**config.mk**
```make
export PLATFORM = sky130hd
export DESIGN_NAME = serial_subtractor
export DESIGN_NICKNAME = d
export VERILOG_FILES = /design/src/rtl/serial_subtractor.sv
export SDC_FILE = /design/constraint.sdc
export NUM_CORES = 1
export LEC_CHECK = 0
export BUFFER_PORTS_ARGS = -buffer_cell sky130_fd_sc_hd__buf_2
export CORE_MARGIN = 3
export CORE_UTILIZATION = 50
export DETAILED_ROUTE_END_ITERATION = 7
export GPL_TIMING_DRIVEN = 0
export PLACE_DENSITY = 0.83
export SETUP_SLACK_MARGIN = 0.2
export SLEW_MARGIN = 20
export SYNTH_ARGS = -nofsm -noshare
export SYNTH_HDL_FRONTEND = slang
export SYNTH_SLANG_ARGS = --single-unit
```
**constraint.sdc**
```tcl
create_clock -name clk -period 1.3 [get_ports clk]
set_input_delay 0.26 -clock clk [delete_from_list [all_inputs] [get_ports clk]]
set_output_delay 0.26 -clock clk [all_outputs]
set_load 0.05 [all_outputs]
```
**src/rtl/serial_subtractor.sv**
```systemverilog
// serial_subtractor: bit-serial N-bit subtractor with a start/busy/done handshake.
// It computes {bout,diff} = a - b - bin one bit per clock, LSB first, from
// latched copies of the operands. Results are held until the next completion.
module serial_subtractor #(
  parameter int N = 8
) (
  input  logic         clk,
  input  logic         rst_n,
  input  logic         start,
  input  logic [N-1:0] a,
  input  logic [N-1:0] b,
  input  logic         bin,
  output logic         busy,
  output logic         done,
  output logic [N-1:0] diff,
  output logic         bout
);

  localparam int CW = (N > 1) ? $clog2(N) : 1;
  localparam logic [CW-1:0] LAST_BIT = CW'(N - 1);

  typedef enum logic [1:0] {
    IDLE,
    RUN,
    DONE
  } state_t;

  state_t         state_q, state_d;
  logic [N-1:0]   a_q, a_d;
  logic [N-1:0]   b_q, b_d;
  logic [N-1:0]   res_q, res_d;
  logic [CW-1:0]  cnt_q, cnt_d;
  logic           br_q, br_d;
  logic           busy_q, busy_d;
  logic           done_q, done_d;
  logic [N-1:0]   diff_q, diff_d;
  logic           bout_q, bout_d;

  logic           a_bit;
  logic           b_bit;
  logic           diff_bit;
  logic           br_next;
  logic [N-1:0]   res_shift;

  // Next-state logic: accept in IDLE/DONE, consume one bit per RUN edge,
  // and publish diff/bout only on the final bit.
  always_comb begin
    state_d   = state_q;
    a_d       = a_q;
    b_d       = b_q;
    res_d     = res_q;
    cnt_d     = cnt_q;
    br_d      = br_q;
    busy_d    = busy_q;
    done_d    = 1'b0;
    diff_d    = diff_q;
    bout_d    = bout_q;

    a_bit     = a_q[0];
    b_bit     = b_q[0];
    diff_bit  = a_bit ^ b_bit ^ br_q;
    br_next   = (~a_bit & b_bit) | (~(a_bit ^ b_bit) & br_q);
    res_shift = {diff_bit, res_q[N-1:1]};

    case (state_q)
      IDLE, DONE: begin
        if (start) begin
          a_d     = a;
          b_d     = b;
          br_d    = bin;
          res_d   = '0;
          cnt_d   = '0;
          busy_d  = 1'b1;
          state_d = RUN;
        end else begin
          busy_d  = 1'b0;
          state_d = IDLE;
        end
      end
      RUN: begin
        a_d   = a_q >> 1;
        b_d   = b_q >> 1;
        br_d  = br_next;
        res_d = res_shift;
        cnt_d = cnt_q + CW'(1);
        if (cnt_q == LAST_BIT) begin
          diff_d  = res_shift;
          bout_d  = br_next;
          done_d  = 1'b1;
          busy_d  = 1'b0;
          state_d = DONE;
        end
      end
      default: begin
        busy_d  = 1'b0;
        state_d = IDLE;
      end
    endcase
  end

  // State and output registers; reset abandons any operation in flight.
  always_ff @(posedge clk or negedge rst_n) begin
    if (!rst_n) begin
      state_q <= IDLE;
      a_q     <= '0;
      b_q     <= '0;
      res_q   <= '0;
      cnt_q   <= '0;
      br_q    <= 1'b0;
      busy_q  <= 1'b0;
      done_q  <= 1'b0;
      diff_q  <= '0;
      bout_q  <= 1'b0;
    end else begin
      state_q <= state_d;
      a_q     <= a_d;
      b_q     <= b_d;
      res_q   <= res_d;
      cnt_q   <= cnt_d;
      br_q    <= br_d;
      busy_q  <= busy_d;
      done_q  <= done_d;
      diff_q  <= diff_d;
      bout_q  <= bout_d;
    end
  end

  assign busy = busy_q;
  assign done = done_q;
  assign diff = diff_q;
  assign bout = bout_q;

endmodule

```
# ---- Yosys cells after proc, flatten, opt, wreduce, memory -nomap -nowiden
# Index checks and enable logic that the tools add are counted.
dict set report word_totals {
  regBits 41
  input_bits 20
  output_inout_bits 11
  elab_cells 46
}
dict set report classes {
  addsub 1
  eq_ne 5
  mux 18
  bitwise_logic 7
  reduce_logical 5
}
# cell count
set op_table {}
lappend op_table {{$pmux W8 S2} 3}
lappend op_table {{$mux W8} 3}
lappend op_table {{$mux W1} 6}
lappend op_table {{$pmux W3 S2} 1}
lappend op_table {{$ne A2 B2 Y1 const B} 2}
lappend op_table {{$pmux W1 S2} 2}
lappend op_table {{$pmux W2 S2} 1}
lappend op_table {{$reduce_and A2 Y1} 2}
lappend op_table {{$add A3 B1 Y3 const B} 1}
lappend op_table {{$eq A3 B3 Y1 const B} 1}
lappend op_table {{$mux W3} 1}
lappend op_table {{$and A1 B1 Y1} 2}
lappend op_table {{$eq A2 B1 Y1 const B} 1}
lappend op_table {{$eq A2 B2 Y1 const B} 1}
lappend op_table {{$logic_not A2 Y1} 1}
lappend op_table {{$mux W2} 1}
lappend op_table {{$not A1 Y1} 2}
lappend op_table {{$reduce_bool A2 Y1} 1}
lappend op_table {{$reduce_or A2 Y1} 1}
lappend op_table {{$xor A1 B1 Y1} 2}
lappend op_table {{$or A1 B1 Y1} 1}

# ---- Depth between registers and ports, before layout
dict set report depth {
  depth_word 5
  depth_mapped 6
  mapped_depth_nobuf 5
}

# ---- Least setup slack after synthesis
# No wires, ideal clock.
dict set report synth_path {
  kind {flip-flop to flip-flop}
  start {register cnt_q[0]}
  end {register diff_q[2], in the netlist diff[2]}
  setup_ns 0.125
  arrival_ns 1.294
  required_ns 1.175
  path_slack_ns -0.119
  stages_incl_launch_ff 6
  n_path_buf 1
  cell_sequence {dfrtp_1 > ha_1 > ha_1 > nand3b_4 > buf_6 > mux2_4}
}
dict set report synth_via {
  elab_chain_cells 2
}
# element line
set synth_rtl {}
lappend synth_rtl {{start: declaration} 32} ;# logic [CW-1:0] cnt_q, cnt_d;
lappend synth_rtl {{start signal: assignment} 119} ;# cnt_q <= cnt_d;
lappend synth_rtl {{$eq A3 B3 Y1} 86} ;# if (cnt_q == LAST_BIT) begin
lappend synth_rtl {{$reduce_and A2 Y1 (no source line)} n/a}
lappend synth_rtl {{end signal: assignment} 123} ;# diff_q <= diff_d;
lappend synth_rtl {{end: declaration} 36} ;# logic [N-1:0] diff_q, diff_d;
# No other way between the ends.
# A chain may end at the register's enable or synchronous reset.

# ---- Worst setup path in the final report
dict set report layout_path {
  start {register cnt_q[1]}
  end {register diff_q[5], in the netlist diff[5]}
}
# The elaborated chain is that of the path after synthesis.

==> reports/results.txt <==
Avg WL per Cell = 16.6 um
Critical path data required time = 1480 ps
Setup slack after layout = -116 ps
Clock slew at reported path FFs = 70 ps
Hpwl dp = 2660 um
Max Fclk = 706 MHz
Dpl cells = 238
Main area contributors after synthesis = dfrtp_1, mux2i_1, a211oi_1
Fin nets = 248
Number of port buffers = 30
Primary FF master, synth = dfrtp_1
Core Area = 3740 um2
Core Rows = 22
Final Non-Filler Cells = 273
Skew final = 3.44 ps
Starting Density = 52.7%
Worst Tran Pin Value = 881 ps
Crit share post-route = 109%
Hold Crit Class = input pin to asynchronous set/reset pin
Final antenna-violating net count = 0
Final-report hold violation count = 0
Status = complete, but fails checks
Worst-path maximum fanout = 8
Clock Sinks = 40
Largest delay share family, worst path = flip-flops
Overall Global Routing Usage = 20.7%
Async S/R FF share, synth = 100%
Cell mode on critical path = ha_4
Most frequent cells in the layout = dfrtp_1, buf_4, buf_2
Seq cells post-synth = 40
Share of the synthesized area in the top cell type = 50.8%
Vias in the first global route = 1417
DP Area = 2220 um2
Pwr Total = 6.74 mW
Max-cap violations = 0
Total number of vias = 1458
Final wirelength = 4550 um
Drt first pass iters = 4
Final instance area = 2760 um2
Dominant cell type by area after synthesis = dfrtp_1
Die height = 68.8 um
CP startpoint kind = register
Violated checks = setup timing
Cell leakage power = 1.29 nW
CTS tree = yes
RSZ-0062 raised after global routing = true
Global route total overflow = 0
Layout cells sized above 1 = 49.8%
Mapped Cells = 160
Initial antenna violation count = 0
Worst setup EP type = register
Io pins = 31
Vias per cell = 5.34
Critical path type = register to register
Post-synth EDFFs = 0
Final slew viol count = 0
Crit path cell chain = ha_4 > ha_4 > nand3b_4 > buf_8 > mux2_4
Fill cells = 248
N_diodes = 0
# setup viols final = 10
Later-pin clock latency in the skew report = 290 ps
Post-Syn Nets = 183
Synth Cell Area = 1970 um2
CP arrival = 1590 ps
Clk buf depth = 2
Root Buffer = clkbuf_8
P&R area growth vs syn = 39.8%
Yosys warning total = 0
Pwr Density = 2440 nW/um2
Horiz. Die Dim = 68.8 um
GPL Wtd Cong = 0.759
Min Tclk post-route = 1420 ps
CTS H-tree depth = 2
Critical path's slowest cell = dfrtp_1
Global-route wire length before repair = 7040 um
Seq/Total Area, Yosys = 50.8%
Initial DRC count = 65
Number of clock buffers inserted by TritonCTS = 5
Min Hold Slack = 83.6 ps
Per-instance average area after synthesis = 12.3 um2
WP buf/inv = 1
Max_slew headroom = 41.3%
Post-route DRC violation count = 0
Pin count of the biggest net entering global routing = 41
Critical path's largest stage delay = 430 ps
DIE AREA = 4730 um2
Maximum vdd ir drop = 1020 uV
Most common cell after layout, fill and taps aside = dfrtp_1
Unique masters post-synth = 27
## worst paths after layout
path	startpoint	end	slack, ps	depth (start not counted)
setup / recovery	cnt_q[1]$_DFFE_PN0P_	diff[5]$_DFFE_PN0P_	-120	5
hold / removal	rst_n	diff[2]$_DFFE_PN0P_	80	1
setup reg to reg	cnt_q[1]$_DFFE_PN0P_	diff[5]$_DFFE_PN0P_	-120	5
hold reg to reg	diff[6]$_DFFE_PN0P_	diff[6]$_DFFE_PN0P_	550	1
max in group asynchronous	rst_n	cnt_q[0]$_DFFE_PN0P_	660	1
min in group clk	a[2]	a_q[2]$_DFFE_PN0P_	240	3
## final cells by class
type,instances,area (um2),area share [%]
flip-flops and latches,40,1000,36.3
plain buffers,12,120,4.36
well taps,48,60.1,2.18
repair buffers,58,479,17.4
multi-input cells,103,981,35.6
inverters,5,18.8,0.681
clock buffers,7,96.3,3.50
## flip-flops by register name (all words and copies together) (netlist names)
signal	count
busy	1
done	1
b_q	8
diff	8
a_q	8
state_q	2
res_q	7
br_q	1
bout	1
cnt_q	3
## timing repair
item	4_1_cts	5_1_grt
setup endpoints to repair	50	51
buffers inserted	21	6
pin swaps	23	3
hold endpoints to repair	0	0
resized for setup	54	11
cloned	1	0
hold buffers	0	0
## cell usage after synthesis, types with 3 or more instances
cell type	n
a211oi_1	15
dfrtp_1	40
o21ai_0	3
a22o_1	9
buf_2	3
nor2b_1	15
buf_6	3
a21oi_1	16
mux2_2	8
mux2_4	7
mux2i_1	16
inv_1	5
## through the flow
stage          util (%)  setup TNS, ps  setup slack (ps)
2_1_floorplan         -           -359             -54.2
4_1_cts            71.3           -707             -98.0
5_1_grt            73.6          -1270              -157
6_report           73.6           -881              -116
3_5_place_dp       59.3           -814              -127
3_3_place_gp       59.3           -632             -97.6
## power by group
group | switching, mW | total, mW | internal, mW
Clock | 0.406 | 0.878 | 0.472
Sequential | 0.466 | 2.27 | 1.80
Combinational | 1.67 | 3.59 | 1.92
Total | 2.54 | 6.74 | 4.19
## kinds of logic (layout without fill, tap and decap cells)
| logic type | Yosys count | in the layout | share of synthesized area (%) |
|---|---|---|---|
| compound gates | 45 | 45 | 15.4 |
| fa+ha+maj | 3 | 3 | 2.28 |
| flops | 40 | 40 | 50.8 |
| buf+inv | 17 | 82 | 5.52 |
| mux | 31 | 31 | 18.0 |
| simple gates | 24 | 24 | 8.06 |
## layer usage
metal	part of all wire (%)	vias up	track usage, %
li1	-	704	-
met1	47	721	27.2
met2	48	27	32.3
met3	3.3	6	4.54
met4	1.6	0	10.2
met5	0	-	0
No activity file was read; power rests on OpenSTA's default activity.
